[config.mk]
export PLATFORM = sky130hd
export DESIGN_NAME = mmio_io_responder_flat
export DESIGN_NICKNAME = d
export VERILOG_FILES = /design/src/rtl/mmio_io_responder_if.sv /design/src/rtl/mmio_io_responder.sv /design/src/flat_wrapper.sv
export SDC_FILE = /design/constraint.sdc
export NUM_CORES = 1
export LEC_CHECK = 0
export CAP_MARGIN = 30
export CORE_AREA = 2 2 70 138
export DETAILED_ROUTE_END_ITERATION = 6
export DIE_AREA = 0 0 72 140
export DONT_BUFFER_PORTS = 1
export PLACE_DENSITY_LB_ADDON = 0.08
export SYNTH_ARGS = -nofsm -noshare
export SYNTH_HDL_FRONTEND = slang
export SYNTH_SLANG_ARGS = --single-unit
[constraint.sdc]
create_clock -name clock -period 3.55 [get_ports clock]
set_input_delay 0.71 -clock clock [delete_from_list [all_inputs] [get_ports clock]]
set_output_delay 0.71 -clock clock [all_outputs]
set_load 0.05 [all_outputs]
[src/rtl/mmio_io_responder_if.sv]
// Processor data-memory port as seen by the MMIO responder.
// The master side is the processor and RAM. The slave side is the responder,
// which returns read data, gates the RAM write enable and flags window hits.
interface mmio_io_responder_if;
  logic [31:0] address_dmem;  // processor data word address
  logic        wren;          // processor write enable
  logic [31:0] data;          // processor write data
  logic [31:0] q_ram;         // RAM read data
  logic [31:0] q_dmem;        // read data returned to the processor
  logic        ram_wren;      // write enable forwarded to RAM
  logic        io_hit;        // address falls inside the I/O window

  modport master (
    output address_dmem, wren, data, q_ram,
    input  q_dmem, ram_wren, io_hit
  );

  modport slave (
    input  address_dmem, wren, data, q_ram,
    output q_dmem, ram_wren, io_hit
  );
endinterface

[src/rtl/mmio_io_responder.sv]
// Memory-mapped I/O responder. It decodes a 4-word register window holding the
// debounced switches, the LED register, a sticky change flag and per-bit
// rising-edge latches. It steers read data between these registers and RAM,
// and blocks RAM writes that land inside the window.
module mmio_io_responder #(
  parameter int          SW_WIDTH        = 16,
  parameter int          LED_WIDTH       = 16,
  parameter logic [31:0] BASE_ADDR       = 32'd4096,
  parameter int          DEBOUNCE_CYCLES = 100000
) (
  input  logic                 clock,
  input  logic                 reset,   // asynchronous, active low
  mmio_io_responder_if.slave   bus,
  input  logic [SW_WIDTH-1:0]  SW,
  output logic [LED_WIDTH-1:0] LED
);

  localparam int             CNT_W   = $clog2(DEBOUNCE_CYCLES) + 1;
  localparam logic [CNT_W-1:0] CNT_MAX = CNT_W'(DEBOUNCE_CYCLES - 1);

  typedef enum logic [1:0] {
    REG_SWITCH = 2'd0,
    REG_LED    = 2'd1,
    REG_STATUS = 2'd2,
    REG_EDGE   = 2'd3
  } reg_sel_e;

  logic [SW_WIDTH-1:0]  r_sync1, r_sync2, r_cand, r_stable, r_edge;
  logic [CNT_W-1:0]     r_cnt;
  logic [LED_WIDTH-1:0] r_led;
  logic                 r_chg;

  logic [31:0]          w_offset;
  logic                 w_hit;
  reg_sel_e             w_sel;
  logic                 w_wr_led, w_wr_status, w_wr_edge;
  logic                 w_settle;
  logic [SW_WIDTH-1:0]  w_rise;
  logic [SW_WIDTH-1:0]  w_edge_clr;
  logic                 w_unused_data;

  // Offset arithmetic keeps the decode correct even for a BASE_ADDR that is not 4-aligned.
  assign w_offset    = bus.address_dmem - BASE_ADDR;
  assign w_hit       = (w_offset < 32'd4);
  assign w_sel       = reg_sel_e'(w_offset[1:0]);
  assign w_wr_led    = bus.wren && w_hit && (w_sel == REG_LED);
  assign w_wr_status = bus.wren && w_hit && (w_sel == REG_STATUS);
  assign w_wr_edge   = bus.wren && w_hit && (w_sel == REG_EDGE);

  // RAM only decodes the low address bits, so it must never see window writes.
  assign bus.io_hit   = w_hit;
  assign bus.ram_wren = bus.wren & ~w_hit;
  assign LED          = r_led;

  // Only some write-data bits land in registers; the rest are intentionally ignored.
  assign w_unused_data = ^bus.data;

  // stable takes the candidate once it has held for DEBOUNCE_CYCLES consecutive samples.
  assign w_settle   = (r_sync2 == r_cand) && (r_cand != r_stable) && (r_cnt == CNT_MAX);
  assign w_rise     = w_settle ? (r_cand & ~r_stable) : '0;
  assign w_edge_clr = w_wr_edge ? bus.data[SW_WIDTH-1:0] : '0;

  // Read mux: window registers zero-extended, RAM data everywhere else.
  always_comb begin
    // NOTE: default first, so every path assigns q_dmem and no latch is inferred.
    bus.q_dmem = bus.q_ram;
    if (w_hit) begin
      unique case (w_sel)
        REG_SWITCH: bus.q_dmem = 32'(r_stable);
        REG_LED:    bus.q_dmem = 32'(r_led);
        REG_STATUS: bus.q_dmem = {31'd0, r_chg};
        REG_EDGE:   bus.q_dmem = 32'(r_edge);
      endcase
    end
  end

  // Two-flop synchroniser followed by a whole-vector debounce counter.
  always_ff @(posedge clock or negedge reset) begin
    if (!reset) begin
      // NOTE: state registers use non-blocking assignment so every flop samples pre-edge values.
      r_sync1  <= '0;
      r_sync2  <= '0;
      r_cand   <= '0;
      r_stable <= '0;
      r_cnt    <= '0;
    end else begin
      r_sync1 <= SW;
      r_sync2 <= r_sync1;
      if (r_sync2 != r_cand) begin
        r_cand <= r_sync2;
        r_cnt  <= '0;
      end else if (r_cand != r_stable) begin
        if (r_cnt == CNT_MAX) begin
          r_stable <= r_cand;
          r_cnt    <= '0;
        end else begin
          r_cnt <= r_cnt + 1'b1;
        end
      end else begin
        r_cnt <= '0;
      end
    end
  end

  // LED output register, written through the window.
  always_ff @(posedge clock or negedge reset) begin
    if (!reset) begin
      r_led <= '0;
    end else if (w_wr_led) begin
      r_led <= bus.data[LED_WIDTH-1:0];
    end
  end

  // Sticky change flag and edge latches; a new event beats a same-cycle W1C clear.
  always_ff @(posedge clock or negedge reset) begin
    if (!reset) begin
      r_chg  <= 1'b0;
      r_edge <= '0;
    end else begin
      if (w_settle) begin
        r_chg <= 1'b1;
      end else if (w_wr_status && bus.data[0]) begin
        r_chg <= 1'b0;
      end
      r_edge <= (r_edge & ~w_edge_clr) | w_rise;
    end
  end

endmodule

[src/flat_wrapper.sv]
// flat-port wrapper written by rule: the top's interface ports become plain ports
module mmio_io_responder_flat 
#(
  parameter int          SW_WIDTH        = 16,
  parameter int          LED_WIDTH       = 16,
  parameter logic [31:0] BASE_ADDR       = 32'd4096,
  parameter int          DEBOUNCE_CYCLES = 100000
)
  (clock, reset, SW, LED, bus_address_dmem, bus_wren, bus_data, bus_q_ram, bus_q_dmem, bus_ram_wren, bus_io_hit);
  mmio_io_responder_if bus_i ();
  input  logic clock;
  input  logic reset;
  input  logic [SW_WIDTH-1:0] SW;
  output logic [LED_WIDTH-1:0] LED;
  input wire logic [$bits(bus_i.address_dmem)-1:0] bus_address_dmem;
  input wire logic [$bits(bus_i.wren)-1:0] bus_wren;
  input wire logic [$bits(bus_i.data)-1:0] bus_data;
  input wire logic [$bits(bus_i.q_ram)-1:0] bus_q_ram;
  output wire logic [$bits(bus_i.q_dmem)-1:0] bus_q_dmem;
  output wire logic [$bits(bus_i.ram_wren)-1:0] bus_ram_wren;
  output wire logic [$bits(bus_i.io_hit)-1:0] bus_io_hit;
  assign bus_i.address_dmem = bus_address_dmem;
  assign bus_i.wren = bus_wren;
  assign bus_i.data = bus_data;
  assign bus_i.q_ram = bus_q_ram;
  assign bus_q_dmem = bus_i.q_dmem;
  assign bus_ram_wren = bus_i.ram_wren;
  assign bus_io_hit = bus_i.io_hit;
  mmio_io_responder #(.SW_WIDTH(SW_WIDTH), .LED_WIDTH(LED_WIDTH), .BASE_ADDR(BASE_ADDR), .DEBOUNCE_CYCLES(DEBOUNCE_CYCLES)) u_core (.clock(clock), .reset(reset), .bus(bus_i), .SW(SW), .LED(LED));
endmodule
==> out/qor.yml <==
sta:
  fin_tns_setup_ns: 0
  worstMarginPinSlew_ns: 0.8359
  final_hold_viol_count: 0
  final_period_minus_worst_setup_slack_ns: 3.421
  period_share_pct: 96.36
  slew_headroom_pct: 43.76
  max_clock_freq_ghz: 0.2923
  setup_viol: 0
  slew_viol_final: 0
  rsz0062_at_grt: "false"
  fin_skew_ns: 0.005938
worst_setup_path:
  cp.arrival_ns: 2.71
  crit_required_ns: 2.84
  cp-end-kind: "output pin"
  critPathMaxFanout: 26
  crit_type: "in2out"
  startpoint_type: "input pin"
  reg2regPathDepth: 6
yosys:
  synth_nets: 579
  avgSynthCellArea_um2: 12.35
  syn_inst: 447
  synth.top_cell.area_share_pct: 52.14
  synth_warnings: 0
  synth_largest_area_cell: "dfrtp_1"
  ys_seq_elements: 115
  syn_area_um2: 5519
  synth_area_leaders: "dfrtp_1 52%, mux2_2 10%, ha_1 3.9%"
  yosysSeqAreaShare_pct: 52.14
  ys_types: 44
route:
  route.detailed.drc: 0
  routedWlPerCell_um: 19.17
  totalWireLength_um: 11100
  num_vias: 3519
  drt_iter0_markers: 207
  first_pass_iters: 4
  postRouteAntennaNets: 0
  via_per_inst: 6.078
pwr:
  intPower_w: 0.002548
  pwr-share-clk_pct: 52.4
  comb_power_share_pct: 6.1
  peakVddDrop_mv: 0.5444
  swShare_pct: 22.11
  p_per_area_nw_per_um2: 506.4
  cellLeakagePower_nw: 2.855
  p_switching_w: 0.0007233
  power_frac_seq_pct: 41.5
die:
  die-height_um: 140
  io_pins: 165
  coreArea_um2: 9012
  rows: 49
  dieArea_um2: 10080
  start_util_pct: 61.24
  die_w_um: 72
cts:
  clk_latency_ns: 0.41
  h-tree-depth: 4
  clock_path_buffers: 2
  numClockSinks: 115
  cts_tree: "built"
  cts_hold_buf: 1
  cts-root-buf: "clkbuf_16"
  post_cts_buffers: 0
  cts_resized: 0
  path_clk_slew_ns: 0.06
  cts_buffers: 17
min_path:
  hold_class: "in2async"
placed_design:
  place_congestion: 0.8421
  hpwlAfterDp_um: 8313
  port_buffers: 0
finish:
  final_util_pct: 71.68
  drive_above_1_share_pct: 29.20
  area_delta_synth_final_pct: 17.05
  nets: 595
global_route:
  grt_pass1_wl_um: 17970
  grtUsageTotal_pct: 23.52
  overflow: 0
  grt_start_max_net_pins: 116
  grt_pass1_vias: 3704
  antenna_found_initial: 1
flow_run:
  cap_violations: 0
status:
  status: "finished clean"
-- cell type report --
type	instances	area, um^2
antenna	1	2.502
clock buffer	20	456.7
clock inverter	12	155.1
fill	619	2552
inverter	18	67.56
multi-input combinational	282	2447
sequential	115	2878
tap	102	127.6
timing repair buffer	29	325.3
-- per-stage QoR --
| step | instances | power (W) | cell area (um^2) | setup slack, ns | hold slack (ns) |
|---|---|---|---|---|---|
| after floorplan | 447 | 0.001518 | 5535 | -0.1953 | 0.3312 |
| after global routing | 579 | 0.003389 | 6460 | 0.01829 | 0.2514 |
| after detailed placement | 545 | 0.001555 | 5818 | 0.1318 | 0.3347 |
| after CTS | 578 | 0.003299 | 6457 | 0.1132 | 0.2645 |
| final | 579 | 0.003271 | 6460 | 0.1294 | 0.2194 |
| after global placement | 545 | 0.001552 | 5818 | 0.1426 | 0.3324 |
-- cell families after synthesis --
| logic type | after synthesis | synth area share [%] |
|---|---|---|
| and+or+nand+nor | 133 | 15.37 |
| xor gates and xnor gates | 32 | 5.078 |
| muxes | 64 | 13.94 |
| DFF | 115 | 52.14 |
| buffers and inverters | 50 | 3.786 |
| AOI/OAI and AO/OA | 36 | 5.826 |
| adders and majority gates | 17 | 3.854 |
-- cell usage in the layout, fill, tap and decap left out, types with 15 or more instances in the layout --
cell type / Yosys / routed
nand4_1: 15 / 15
ha_1: 17 / 17
a22o_1: 15 / 15
dfrtp_1: 115 / 115
buf_4: 0 / 21
inv_1: 18 / 18
clkbuf_16: 0 / 17
nor2b_1: 33 / 27
mux2_2: 51 / 51
nor2_1: 21 / 21
a221o_1: 16 / 16
xnor2_1: 23 / 23
-- flip-flops by register name (all words and copies together), names as in the netlist --
register and flops:
u_core.r_sync2 16, u_core.r_chg 1, u_core.r_cnt 18, u_core.r_cand 16
u_core.r_stable 16, u_core.LED 16, u_core.r_sync1 16, u_core.r_edge 16
-- power groups by stage --
stage               logic (W)  clock network, W  registers, W
floorplan            0.000141                 0       0.00138
global placement     0.000172                 0       0.00138
detailed placement   0.000173                 0       0.00138
CTS                  0.000203           0.00174       0.00136
global route         0.000214           0.00181       0.00136
finish               0.000199           0.00171       0.00136
-- Yosys cell counts, drive strengths merged --
cell    number
a221o       16
a22o        15
a311o        1
and2         1
and3         7
and4         2
buf          5
clkbuf      27
dfrtp      115
ha          17
inv         18
mux2        63
mux4         1
nand2        7
nand2b       1
nand3       11
nand3b       2
nand4       15
nand4b       1
nor2        21
nor2b       33
nor3         5
nor3b        2
nor4        12
nor4b        3
o21ai        4
or2          1
or3          2
or4          6
or4b         1
xnor2       23
xor2         9
-- routing by layer --
metal  share of wire, %  track usage (%)
met2                 55            42.54
met3                6.6            6.187
met1                 35            24.59
met5                  0                0
met4                3.5            10.92
-- final timing paths --
kind	from	to	slack, ns
max	bus_address_dmem[26]	bus_q_dmem[15]	0.13
min	reset	u_core.LED[12]	0.22
max reg2reg	u_core.r_cnt[0]	u_core.r_edge[11]	1.27
min reg2reg	u_core.r_sync1[10]	u_core.r_sync2[10]	0.34
max in group asynchronous	reset	u_core.LED[4]	2.87
min in group clock	SW[4]	u_core.r_sync1[4]	0.33
-- worst max-delay path: stages --
cell and delay (ns):
or4_4 0.53, nor4_4 0.32, nand3_2 0.16, nor3_4 0.26
buf_12 0.21, mux2_1 0.34, buf_4 0.19
No activity file was read; power rests on OpenSTA's default activity.
